==> src/rtl/mont_const_unit.sv <==
// mont_const_unit
// Computes the Montgomery constant Const = 2^EXP mod M by repeated doubling.
// Each CALC cycle doubles the remainder r. If the doubled value is at least
// the latched modulus, the modulus is subtracted once.
// A start/done handshake frames each run. A clock enable freezes every register.
//
// Optional feature macro: MONT_CONST_ODD_CHECK_EN
//   defined   : an accepted start with an even modulus or M < 3 is rejected.
//               err and done are raised in the next cycle and CALC is never entered.
//   undefined : no check is made and err stays low. Every start runs EXP iterations.
module mont_const_unit #(
    parameter int WIDTH = 8,
    parameter int EXP   = 2 * (WIDTH + 2)
) (
    input  logic             clk,
    input  logic             rstb,
    input  logic             en,
    input  logic             start,
    input  logic [WIDTH-1:0] M,
    output logic [WIDTH-1:0] Const,
    output logic             busy,
    output logic             done,
    output logic             err
);

    // The counter must hold values up to EXP.
    // EXP-1 is the index of the final doubling.
    localparam int              CNT_W    = (EXP < 2) ? 1 : $clog2(EXP + 1);
    localparam logic [CNT_W-1:0] CNT_LAST = CNT_W'(EXP - 1);

    typedef enum logic {
        S_IDLE = 1'b0,
        S_CALC = 1'b1
    } state_t;

    state_t           state_q, state_d;
    logic [WIDTH-1:0] m_q, m_d;          // modulus latched at start
    logic [WIDTH:0]   r_q, r_d;          // running remainder, always < m_q (or 0)
    logic [CNT_W-1:0] cnt_q, cnt_d;      // completed doublings in this run
    logic [WIDTH-1:0] const_q, const_d;  // published result
    logic             done_q, done_d;
    logic             err_q, err_d;

    logic [WIDTH:0]   r_dbl;             // 2*r, cannot overflow since r < m_q < 2^WIDTH
    logic [WIDTH:0]   r_red;             // 2*r reduced once modulo m_q
    logic             mod_bad;           // start request carries an unusable modulus
    logic [WIDTH:0]   r_init;            // seed for r: 1, or 0 when M <= 1

    // One doubling step with a single conditional subtraction
    always_comb begin
        r_dbl = r_q << 1;
        if (r_dbl >= {1'b0, m_q}) begin
            r_red = r_dbl - {1'b0, m_q};
        end else begin
            r_red = r_dbl;
        end
    end

    // Modulus qualification and initial remainder for an incoming request
    always_comb begin
        r_init = {{WIDTH{1'b0}}, (M > WIDTH'(1))};
`ifdef MONT_CONST_ODD_CHECK_EN
        mod_bad = (M[0] == 1'b0) || (M < WIDTH'(3));
`else
        mod_bad = 1'b0;
`endif
    end

    // Next-state and datapath update. Nothing moves while en is low.
    always_comb begin
        state_d = state_q;
        m_d     = m_q;
        r_d     = r_q;
        cnt_d   = cnt_q;
        const_d = const_q;
        done_d  = done_q;
        err_d   = err_q;

        if (en) begin
            // done lasts exactly one enabled cycle
            done_d = 1'b0;
            case (state_q)
                S_IDLE: begin
                    if (start) begin
                        m_d   = M;
                        r_d   = r_init;
                        cnt_d = '0;
                        err_d = mod_bad;
                        if (mod_bad) begin
                            // Rejected request: report it immediately and stay idle
                            done_d  = 1'b1;
                            const_d = '0;
                        end else begin
                            state_d = S_CALC;
                        end
                    end
                end
                S_CALC: begin
                    r_d   = r_red;
                    cnt_d = cnt_q + CNT_W'(1);
                    if (cnt_q == CNT_LAST) begin
                        // Publish the value produced by this final doubling
                        const_d = r_red[WIDTH-1:0];
                        done_d  = 1'b1;
                        state_d = S_IDLE;
                    end
                end
                default: begin
                    state_d = S_IDLE;
                end
            endcase
        end
    end

    // State and datapath registers with asynchronous active-low reset
    always_ff @(posedge clk or negedge rstb) begin
        if (!rstb) begin
            state_q <= S_IDLE;
            m_q     <= '0;
            r_q     <= '0;
            cnt_q   <= '0;
            const_q <= '0;
            done_q  <= 1'b0;
            err_q   <= 1'b0;
        end else begin
            state_q <= state_d;
            m_q     <= m_d;
            r_q     <= r_d;
            cnt_q   <= cnt_d;
            const_q <= const_d;
            done_q  <= done_d;
            err_q   <= err_d;
        end
    end

    // busy is decoded directly from the state. The other outputs come straight from flops.
    always_comb begin
        busy  = (state_q == S_CALC);
        Const = const_q;
        done  = done_q;
        err   = err_q;
    end

endmodule

==> config.mk <==
export PLATFORM = sky130hd
export DESIGN_NAME = mont_const_unit
export DESIGN_NICKNAME = d
export VERILOG_FILES = /design/src/rtl/mont_const_unit.sv
export SDC_FILE = /design/constraint.sdc
export NUM_CORES = 1
export LEC_CHECK = 0
export CAP_MARGIN = 20
export CORE_ASPECT_RATIO = 1.5
export CORE_MARGIN = 2
export CORE_UTILIZATION = 48
export DETAILED_ROUTE_END_ITERATION = 8
export GPL_TIMING_DRIVEN = 0
export PLACE_DENSITY = 0.75
export SETUP_SLACK_MARGIN = 0.5
export SLEW_MARGIN = 20
export SYNTH_ARGS = -nofsm -noshare
export SYNTH_HDL_FRONTEND = slang
export SYNTH_SLANG_ARGS = --single-unit
export TNS_END_PERCENT = 20
==> constraint.sdc <==
create_clock -name clk -period 2.6 [get_ports clk]
set_input_delay 0.26 -clock clk [delete_from_list [all_inputs] [get_ports clk]]
set_output_delay 0.26 -clock clk [all_outputs]
set_load 0.005 [all_outputs]
* Yosys cells after proc, flatten, opt, wreduce, memory -nomap -nowiden *
Cells that the tools add are included.
Widths: inputs -> output; s select.

operators by class
  mux-type cells = 12
  $add $sub $neg = 2
  bitwise logic cells = 1
  reductions and logical operators = 3
  eq/ne operators = 3
  magnitude comparators = 2

operators by type and width
  cell                 count
  $mux 8               4
  $pmux 8 s2           1
  $pmux 5 s2           1
  $ge 9x8->1           1
  $gt 8x1->1 const B   1
  $sub 8x8->8          1
  $reduce_and 3->1     2
  $add 5x1->5 const B  1
  $eq 5x5->1 const B   1
  $mux 5               1
  $pmux 1 s2           2
  $mux 1               3
  $ne 2x1->1 const B   1
  $ne 2x2->1 const B   1
  $reduce_and 2->1     1
  $not 1->1            1

word-level totals
  word-level logic and storage cells = 29
  flip-flop bits (word level) = 31
  output and inout port bits = 11
  input bits = 12

* Depth between registers and ports, before layout *
Gate-level depths: netlist (run 1).

  depth in word-level cells = 4
  gate-level depth with buffers = 9
  depth with buffers taken out = 9

* Worst setup path before layout (run 1) *
No wires, ideal clock.

  kind = register to register
  start point = register r_q[0]
  end point = register const_q[6] (netlist: Const[6])
  buffers on the path = 0
  cell stages (with the launch flop) = 9
  clock period less this slack = 2.531 ns
  setup slack = 0.069 ns
  arrival = 2.399 ns
  cells stage by stage = dfrtp_1 > ha_1 > ha_1 > or3_1 > nor3_2 > o31ai_1 > a2111oi_4 > mux2i_1 > o21ai_1

between the ends
  word-level cells in the longest chain between the ends = 4
  elaborated cells between the ends (all ways) = 5

RTL lines
  what                                              line    RTL
  from (decl)                                       38      logic [WIDTH:0] r_q, r_d;
  from (signal assigned)                            128     r_q <= r_d;
  $sub 8x8->8 / $ge 9x8->1 (equally long branches)  53, 52
  $mux 8 *                                          52      if (r_dbl >= {1'b0, m_q}) begin
  $mux 8 *                                          101     if (cnt_q == CNT_LAST) begin
  $mux 8 *                                          82      case (state_q)
  to (signal assigned)                              130     const_q <= const_d;
  to (decl)                                         40      logic [WIDTH-1:0] const_q, const_d;

Every way passes the cells marked *; elsewhere a longest branch is shown, timed or not. The select of a mux whose other input is x is not followed.
A chain may end at the register's enable or synchronous reset.

* Worst setup path in the final report (run 1) *
  start point = register r_q[0]
  end point = register r_q[1]

between the ends
  word-level cells in the longest chain between the ends = 3
  elaborated cells between the ends (all ways) = 4

RTL lines
  what                                              line
  $sub 8x8->8 / $ge 9x8->1 (equally long branches)  53, 52
  $mux 8 *                                          52
  $pmux 8 s2 *                                      82

Every way passes the cells marked *; elsewhere a longest branch is shown, timed or not.

==> flow_metrics.tcl, run 1 <==
set metrics [dict create \
    slew_headroom 0.5478 \
    swShare 0.4137 \
    skew_ps 7.558 \
    grt_usage 0.2227 \
    drive_gt1_frac 0.1485 \
    grtUsageMet1 0.2268 \
    cp_cell_sequence "ha_4 > ha_4 > or3_4 > nor3_4 > o31ai_4 > a2111oi_4 > buf_6 > mux2i_4 > o21ai_1" \
    busiest_layer "met2" \
    worstPathRequired_ps 2760 \
    fillerInstances 287 \
    synthCells 171 \
    yosys_warnings 0 \
    met2_usage 0.4145 \
    die_w_um 51.68 \
    clock_path_buffers 2 \
    worstPathArrival_ps 2660 \
    maxCapViolCount 0 \
    cpPeakStageDelay_ps 420 \
    critPathKind "reg -> reg" \
    final_util 0.6478 \
    finalSetupTns_ps 0 \
    clock_power_share 0.131 \
    core_area_um2 3318 \
    clk_pin_slew_worst_paths_ps 60 \
    drt-wirelength-per-cell_um 16.25 \
    p_switching_w 0.001188 \
    rsz0062_at_grt "true" \
    layout_common_cells "dfrtp_1, nand2_1, clkdlybuf4s50_1, o21ai_1, inv_1" \
    drc 0 \
    final_nets 224 \
    crit_top_cell "ha_4" \
    reg2reg_slack_ps 100 \
    syn_avg_cell_area_um2 9.571 \
    clkLatencyLatePin_ps 280 \
    dr.pass1.iters 4 \
    area_growth_syn_to_layout_pct 31.35 \
    ioPinCount 23 \
    timing.final.crit_period_ps 2503 \
    p_int_w 0.001684 \
    worst_pin_slew_ps 678.3 \
    report.final.hold_viol_count 0 \
    pwr_density_cell_nw_per_um2 1336 \
    leakagePower_nw 0.9417 \
    cp_max_fo 8 \
    finalSetupViolCount 0 \
    p_seq_frac 0.289 \
    routed_wl_mm 3.965 \
    tritoncts "done" \
    cts.sinks 31 \
    seq_area_frac_synth 0.4740 \
    port_buffers 21 \
    grt_pass1_wl_mm 6.244 \
    diodes 0 \
    die_y_um 75.52 \
    synth_nets 193 \
    initial_core_util 0.4932 \
    power.total_w 0.002872 \
    grt_pass1_vias 1360 \
    gp_congestion 0.7891 \
    status "complete, no violations" \
    ys_ff_latch 31 \
    peakVddDrop_uv 875.1 \
    antenna_left 0 \
    grt-ovfl-total 0 \
    cp-start-kind "flip-flop" \
    worst_path_max_delay_cell "dfrtp_2" \
    dieArea_um2 3902 \
    hpwl_mm 2.768 \
    grt_start_max_net_pins 32 \
    vias 1373 \
    hp-class "in -> async" \
    antenna_found_initial 0 \
    fin_crit_sh 0.9628 \
    via_per_inst 5.627 \
    cts_root_buf "clkbuf_8" \
    maxSlewViolCount 0 \
    end_kind "flip-flop" \
    synth_cell_types 33 \
    synth_area_um2 1637 \
    fp-row-count 26 \
    met3_usage 0.03922 \
    fmax_mhz 399.5 \
    drtIter0Drc 25 \
    h-tree-depth 2 \
    p_comb_frac 0.580 \
    cts_inserted_buffers 5 \
]
## registers in the layout (all words and copies together) (netlist names)
register and count:
Const 8, busy 1, cnt_q 5, done 1
m_q 8, r_q 8
## repair_timing
item,4_1_cts,5_1_grt
endpoints found under the setup margin,17,18
pin swaps,6,3
hold buffers,0,0
hold endpoints to repair,0,0
buffers inserted,2,1
gates resized for setup,21,5
## kinds of logic after synthesis
| kind of cell | share of synthesized area |
|---|---|
| simple gates | 0.1330 |
| compound gates | 0.1804 |
| flops | 0.4740 |
| buf+inv | 0.04358 |
| fa+ha+maj | 0.08104 |
| xor+xnor | 0.04282 |
| mux | 0.04282 |
| other cells | 0.002291 |
## cell type report
cell class	count	area, um2	area share
Buffer	6	26.28	0.01222
Clock buffer	6	82.58	0.03842
Clock inverter	1	5.005	0.002328
Inverter	12	45.04	0.02095
Multi-Input combinational cell	122	929.6	0.4325
Sequential cell	31	777.0	0.3615
Tap cell	42	52.55	0.02445
Timing Repair Buffer	24	231.5	0.1077
## Yosys cell counts, drive strengths merged
cell type	instances	area, um2
xnor2	2	17.52
or4	1	7.510
nand4	2	12.51
buf	1	7.510
conb	1	3.750
and3	2	12.51
o21a	3	22.52
inv	12	45.04
o2111ai	1	8.760
nand2	30	112.6
a21oi	4	20.02
ha	9	112.6
fa	1	20.02
a31oi	1	6.260
o21ai	28	140.1
nor2	7	26.28
nand2b	1	6.260
nor3	2	15.01
a32o	1	10.01
a21boi	1	7.510
nor2b	1	6.260
clkbuf	5	18.77
or3	1	6.260
xor2	6	52.55
o31ai	2	15.01
a21o	2	15.01
a211oi	3	22.52
nor4	2	12.51
a2111oi	1	27.53
dfrtp	31	775.7
mux2i	7	70.07
## path summary, 6_finish.rpt
path	start	endpoint	cells after the start
max in group asynchronous	rstb	r_q[0]	1
setup / recovery	r_q[0]	r_q[1]	9
min in group clk	Const[6]	Const[6]	2
setup reg to reg	r_q[0]	r_q[1]	9
hold / removal	rstb	r_q[4]	1
hold reg to reg	Const[6]	Const[6]	2
## stage by stage
step,instance area [um2],setup WS (ps),instances,hold WS [ps]
6_report,2150,96.59,244,12.34
5_1_grt,2150,-15.69,244,60.54
4_1_cts,2116,54.71,243,33.31
3_5_place_dp,1894,-148.0,234,336.8
3_3_place_gp,1899,-138.8,234,475.8
2_1_floorplan,1637,123.7,171,-35.59
## metal layers
layer / wire [um] / vias to the layer above / share of wire
met3: 142 / 15 / 0.036
met1: 1374 / 665 / 0.35
met5: 0 / - / 0
met2: 2269 / 39 / 0.57
met4: 178 / 0 / 0.045
li1: - / 654 / -
## power groups by stage
| stage | logic (W) | clock network, W | registers [W] |
|---|---|---|---|
| final | 0.00167 | 0.000376 | 0.000829 |
| after global routing | 0.00181 | 0.000404 | 0.000852 |
| after global placement | 0.00113 | 0 | 0.000808 |
| after detailed placement | 0.00120 | 0 | 0.000817 |
| after CTS | 0.00156 | 0.000383 | 0.000826 |
| after floorplan | 0.000837 | 0 | 0.000794 |
## critical path, delay by kind of cell (launching register included)
kind,cells,cell delay (ps)
muxes,1,270
AOI/OAI and AO/OA,3,500
and+or+nand+nor,2,540
adders and majority gates,2,390
DFF,1,420
buffers and inverters,1,250
Power figures use the tool's default switching activity.
==> run 2, diff against run 1 <==
--- a/config.mk
+++ b/config.mk
@@ -8,10 +8,10 @@
 export CAP_MARGIN = 20
 export CORE_ASPECT_RATIO = 1.5
 export CORE_MARGIN = 2
-export CORE_UTILIZATION = 48
+export CORE_UTILIZATION = 54
 export DETAILED_ROUTE_END_ITERATION = 8
 export GPL_TIMING_DRIVEN = 0
-export PLACE_DENSITY = 0.75
+export PLACE_DENSITY = 0.8
 export SETUP_SLACK_MARGIN = 0.5
 export SLEW_MARGIN = 20
 export SYNTH_ARGS = -nofsm -noshare
==> constraint.sdc (replaced) <==
create_clock -name clk -period 2.8 [get_ports clk]
set_input_delay 0.28 -clock clk [delete_from_list [all_inputs] [get_ports clk]]
set_output_delay 0.28 -clock clk [all_outputs]
set_load 0.005 [all_outputs]
==> run 2 against run 1 <==
  * Routed wire length increased by 0.20%
  * Critical path depth up 1
  * First-iteration DRC count grew 56%
  * Maximum frequency is 2.2% higher
  * Register-to-register slack gained 250 ps
  * Global-route usage increased by 2.8 points
  * Utilization increased by 8.5 points
  * Flip-flop and latch count unchanged
  * Die area is 10% lower
  * Final cell count down 0.82%
  * Via count decreased by 1.7%
  * Critical path type unchanged
  * Critical endpoint is now r_q[2]
  * Largest power group unchanged
==> flow_metrics.tcl, run 2 (synthesis gave the netlist of run 1 again) <==
set metrics [dict create \
    tritoncts "done" \
    routed_wl_mm 3.973 \
    grt_pass1_wl_mm 6.472 \
    cts.sinks 31 \
    critPathKind "reg -> reg" \
    worstPathArrival_ps 2620 \
    multi_input_area_um2 900.9 \
    status "complete, no violations" \
    timing.final.crit_period_ps 2450 \
    drt-wirelength-per-cell_um 16.42 \
    core_area_um2 2913 \
    place_area_um2 1891 \
    cp_cell_sequence "inv_2 > ha_4 > ha_4 > or3_4 > nor3_4 > o31ai_2 > a2111oi_4 > buf_6 > mux2i_4 > o21ai_1" \
    worstPathRequired_ps 2970 \
    dr.pass1.iters 6 \
    grt_pass1_vias 1456 \
    peakVddDrop_uv 682.6 \
    cpPeakStageDelay_ps 380 \
    antenna_found_initial 0 \
    power.total_w 0.002640 \
    initial_core_util 0.5619 \
    cts_hold_buf 0 \
    skew_ps 7.876 \
    final_cells 242 \
    via_per_inst 5.579 \
    hpwl_mm 2.801 \
    area_growth_syn_to_layout_pct 30.35 \
    leakagePower_nw 0.9376 \
    slew_headroom 0.5389 \
    diodes 0 \
    fin_crit_sh 0.8752 \
    die_w_um 48.95 \
    fmax_mhz 408.1 \
    rsz0062_at_grt "true" \
    drtIter0Drc 39 \
    hp-class "in -> async" \
    drc 0 \
    drive_gt1_frac 0.1379 \
    cts_inserted_buffers 5 \
    end_kind "flip-flop" \
    antenna_left 0 \
    final_area_um2 2133 \
    pwr_density_cell_nw_per_um2 1238 \
    fin_ws_ps 349.5 \
    fillerInstances 209 \
    final_nets 224 \
    maxSlewViolCount 0 \
    finalSetupTns_ps 0 \
    reg2reg_slack_ps 350 \
    vias 1350 \
    clk_pin_slew_worst_paths_ps 70 \
    grt_start_max_net_pins 32 \
    fp-row-count 24 \
    clkLatencyLatePin_ps 300 \
    crit_top_cell "ha_4" \
    worst_pin_slew_ps 691.6 \
    ioPinCount 23 \
    grt-ovfl-total 0 \
    dp.cells 231 \
    dieArea_um2 3496 \
    grtUsageMet1 0.2450 \
    port_buffers 21 \
    cp-start-kind "flip-flop" \
    finalSetupViolCount 0 \
    met2_usage 0.4627 \
    maxCapViolCount 0 \
    report.final.hold_viol_count 0 \
    busiest_layer "met2" \
    met3_usage 0.06875 \
    cp_max_fo 8 \
    die_y_um 71.43 \
    layout_common_cells "dfrtp_1, nand2_1, o21ai_1, clkdlybuf4s50_1, inv_1" \
    pre_cts_slack_ps 43.77 \
    ff_latch_area_um2 777.0 \
    clock_path_buffers 2 \
    h-tree-depth 2 \
    cts_root_buf "clkbuf_8" \
    worst_path_max_delay_cell "dfrtp_1" \
    grt_usage 0.2504 \
    gp_congestion 0.8421 \
]
==> run 2: cell types whose count changed in the layout (fill, tap and decap cells not counted), sizes merged <==
cell      delta
clkbuf       +1
clkinvlp     +1
clkinv       -1
==> run 2: report_power, final <==
group / internal (W) / switching, W / total [W]
clock network: 0.000223 / 0.000176 / 0.000399
registers: 0.000634 / 0.000143 / 0.000776
logic: 0.000714 / 0.000751 / 0.00146
total: 0.00157 / 0.00107 / 0.00264
==> run 2: worst paths after layout <==
check | startpoint | endpoint | cells after the start
worst max-delay path | m_q[1] | r_q[2] | 10
worst min-delay path | rstb | done | 1
worst max register to register | m_q[1] | r_q[2] | 10
worst min register to register | Const[5] | Const[5] | 2
max in group asynchronous | rstb | r_q[0] | 1
min in group clk | Const[5] | Const[5] | 2
==> run 2: worst max-delay path, delay by kind of cell, from the launching register on <==
| kind | cells | cell delay, ps |
|---|---|---|
| muxes | 1 | 270 |
| DFF | 1 | 380 |
| adders and majority gates | 2 | 360 |
| AOI/OAI and AO/OA | 3 | 520 |
| and+or+nand+nor | 2 | 480 |
| buffers and inverters | 2 | 330 |
==> run 2: layer usage <==
metal	up-vias	part of all wire	routed length (um)
li1	650	-	-
met1	663	0.37	1467
met2	21	0.56	2241
met3	16	0.023	92
met4	0	0.043	171
met5	-	0	0
==> run 2: metrics by stage <==
stage | hold WS (ps) | utilization
2_1_floorplan | -15.59 | -
3_3_place_gp | 474.3 | 0.6508
3_5_place_dp | 363.4 | 0.6491
4_1_cts | 47.76 | 0.7285
5_1_grt | 78.80 | 0.7324
6_report | 24.88 | 0.7324
==> run 2: layout make-up <==
type | count | area share
Sequential cell | 31 | 0.3642
Clock buffer | 7 | 0.04516
Buffer | 6 | 0.01232
Tap cell | 39 | 0.02287
Timing Repair Buffer | 24 | 0.1085
Clock inverter | 1 | 0.003519
Inverter | 12 | 0.02111
Multi-Input combinational cell | 122 | 0.4223
==> run 2: repair_timing <==
item                                    CTS  global route
gates resized for setup                  19             2
pin swaps                                 6             3
endpoints found under the setup margin   16            17
gates cloned                              0             0
buffers inserted                          3             0
==> run 3, diff against run 2 <==
--- a/config.mk
+++ b/config.mk
@@ -5,10 +5,11 @@
 export SDC_FILE = /design/constraint.sdc
 export NUM_CORES = 1
 export LEC_CHECK = 0
+export ABC_AREA = 1
 export CAP_MARGIN = 20
 export CORE_ASPECT_RATIO = 1.5
 export CORE_MARGIN = 2
-export CORE_UTILIZATION = 54
+export CORE_UTILIZATION = 55
 export DETAILED_ROUTE_END_ITERATION = 8
 export GPL_TIMING_DRIVEN = 0
 export PLACE_DENSITY = 0.8
==> run 3 against run 2 <==
  * Count of clock-buffer cells in the layout decreased by 1
  * Critical path depth unchanged
  * Register-to-register slack better by 560 ps
  * Via count rose by 15%
  * Clock skew fell by 0.57 ps
  * Sequential power about the same
  * Maximum frequency up 30%
  * First-iteration DRC count is 28% lower
  * Final cell count rose by 25%
==> flow_metrics.tcl, run 3 <==
set metrics [dict create \
    status "complete, no violations" \
    finalSetupTns_ps 0 \
    cp-start-kind "flip-flop" \
    synth_area_um2 1820 \
    synth_nets 255 \
    drt-wirelength-per-cell_um 12.52 \
    grt_pass1_vias 1521 \
    worstPathRequired_ps 2980 \
    yosys_warnings 0 \
    met3_usage 0.06024 \
    cp_cell_sequence "ha_1 > ha_1 > nand2_1 > nor2_1 > a21oi_4 > nand2_4 > nand2_2 > nand2_2 > nand2_1 > nand2_1" \
    critPathKind "reg -> reg" \
    fp-row-count 25 \
    grtUsageMet1 0.2606 \
    worst_pin_slew_ps 656.8 \
    met2_usage 0.3997 \
    fin_ws_ps 910.7 \
    die_w_um 50.98 \
    worst_path_max_delay_cell "dfrtp_1" \
    synthCells 233 \
    ioPinCount 23 \
    peakVddDrop_uv 875.1 \
    diodes 0 \
    synth_cell_types 30 \
    drive_gt1_frac 0.1069 \
    ys_ff_latch 31 \
    layout_commonest_cell "nand2_1" \
    h-tree-depth 2 \
    synth_edf_count 0 \
    layout_common_cells "nand2_1, dfrtp_1, inv_1, clkdlybuf4s50_1, nand3_1" \
    syn_avg_cell_area_um2 7.813 \
    routed_wl_mm 3.781 \
    cts_root_buf "clkbuf_8" \
    final_nets 283 \
    cts_setup_buffers 0 \
    final_cells 302 \
    maxSlewViolCount 0 \
    via_per_inst 5.129 \
    gp_congestion 0.8969 \
    cts_inserted_buffers 5 \
    skew_ps 7.303 \
    yosysTopAreaCellShare 0.4261 \
    clock_path_buffers 2 \
    leakagePower_nw 1.125 \
    cp_max_fo 8 \
    grt_pass1_wl_mm 6.472 \
    drtIter0Drc 28 \
    hp-class "in -> async" \
    cts_hold_buf 0 \
    die_y_um 74.47 \
    vias 1549 \
    async_flop_share 1.000 \
    rsz0062_at_grt "false" \
    pwr_density_cell_nw_per_um2 1293 \
    core_area_um2 3159 \
    timing.final.crit_period_ps 1889 \
    tritoncts "done" \
    port_buffers 21 \
    antenna_left 0 \
    busiest_layer "met2" \
    synth_common_cells "nand2_1, dfrtp_1, inv_1" \
    ff_latch_area_um2 775.7 \
    crit_top_cell "nand2_1" \
    grt_start_max_net_pins 32 \
    dr.pass1.iters 4 \
    grt_usage 0.2360 \
    synth_top_area_cell "dfrtp_1" \
    initial_core_util 0.5762 \
    end_kind "flip-flop" \
    finalSetupViolCount 0 \
    fin_crit_sh 0.6747 \
    pre_cts_slack_ps 940.7 \
    fin_hold_ws_ps 14.64 \
    dieArea_um2 3796 \
    dp.cells 294 \
    report.final.hold_viol_count 0 \
    fillerInstances 265 \
    grt-ovfl-total 0 \
    synth_area_leaders "dfrtp_1, nand2_1, ha_1" \
    worstPathArrival_ps 2070 \
    area_growth_syn_to_layout_pct 20.48 \
    maxCapViolCount 0 \
    synth_ff_type "dfrtp_1" \
    cts.sinks 31 \
    multi_input_area_um2 904.6 \
    hpwl_mm 2.852 \
    clk_pin_slew_worst_paths_ps 70 \
    slew_headroom 0.5621 \
    seq_area_frac_synth 0.4261 \
    cpPeakStageDelay_ps 430 \
    drc 0 \
    post_cts_resize_count 0 \
    antenna_found_initial 0 \
    clkLatencyLatePin_ps 290 \
    fmax_mhz 529.3 \
    yosysMostFrequentCell "nand2_1" \
]
run 3: cell count changes after synthesis, moves of 3 or more:
cell,delta
o21ai_1,-19
inv_1,+17
nand2_2,+9
a211oi_1,-3
mux2i_1,-7
nand2_1,+49
o21a_1,-3
a21oi_1,+4
o21ai_0,+5
xor2_1,-5
nand3b_1,+4
nand3_1,+17
clkbuf_1,-4
run 3: power by group:
part           switching, W  internal [W]
clock              0.000164      0.000287
sequential         0.000128      0.000646
combinational      0.000956      0.000655
total               0.00125       0.00159
run 3: worst paths after layout:
kind | endpoint | slack [ps] | depth (start not counted) | start
max | r_q[5] | 910 | 10 | r_q[0]
min | cnt_q[2] | 10 | 1 | rstb
max reg2reg | r_q[5] | 910 | 10 | r_q[0]
min reg2reg | Const[2] | 490 | 2 | Const[2]
max in group asynchronous | r_q[3] | 2360 | 1 | rstb
min in group clk | Const[2] | 490 | 2 | Const[2]
run 3: kinds of logic (layout without fill, tap and decap cells):
group	after synthesis	after routing	share of synthesized area
xor+xnor	3	3	0.01444
compound gates	24	24	0.07423
simple gates	130	130	0.3333
flops	31	31	0.4261
buf+inv	34	63	0.07697
other cells	1	1	0.002060
fa+ha+maj	10	10	0.07285
run 3: routing by layer:
layer / wire length [um] / part of all wire
met1: 1597 / 0.42
met3: 158 / 0.042
met2: 1871 / 0.49
met5: 0 / 0
met4: 155 / 0.041
run 3: cell type report:
| type | count | share of cell area |
|---|---|---|
| multi-input cells | 168 | 0.4124 |
| flip-flops and latches | 31 | 0.3537 |
| repair buffers | 21 | 0.09355 |
| inverters | 30 | 0.05134 |
| clock buffers | 6 | 0.03765 |
| well taps | 40 | 0.02282 |
| clock inverters | 2 | 0.01597 |
| plain buffers | 4 | 0.01255 |
run 3: worst max-delay path: cells and delay by family, from the launching register on:
family	cells	cell delay, ps
AO/OA/AOI/OAI	1	290
adder cells (fa/ha/maj)	2	520
flip-flops	1	430
AND/OR/NAND/NOR	7	530
run 3: through the flow:
| step | utilization | instance area (um2) | total power [W] |
|---|---|---|---|
| 6_report | 0.6943 | 2193 | 0.002837 |
| 5_1_grt | 0.6943 | 2193 | 0.003123 |
| 2_1_floorplan | - | 1821 | 0.001986 |
| 3_3_place_gp | 0.6586 | 2081 | 0.002329 |
| 3_5_place_dp | 0.6570 | 2076 | 0.002374 |
| 4_1_cts | 0.6943 | 2193 | 0.002858 |
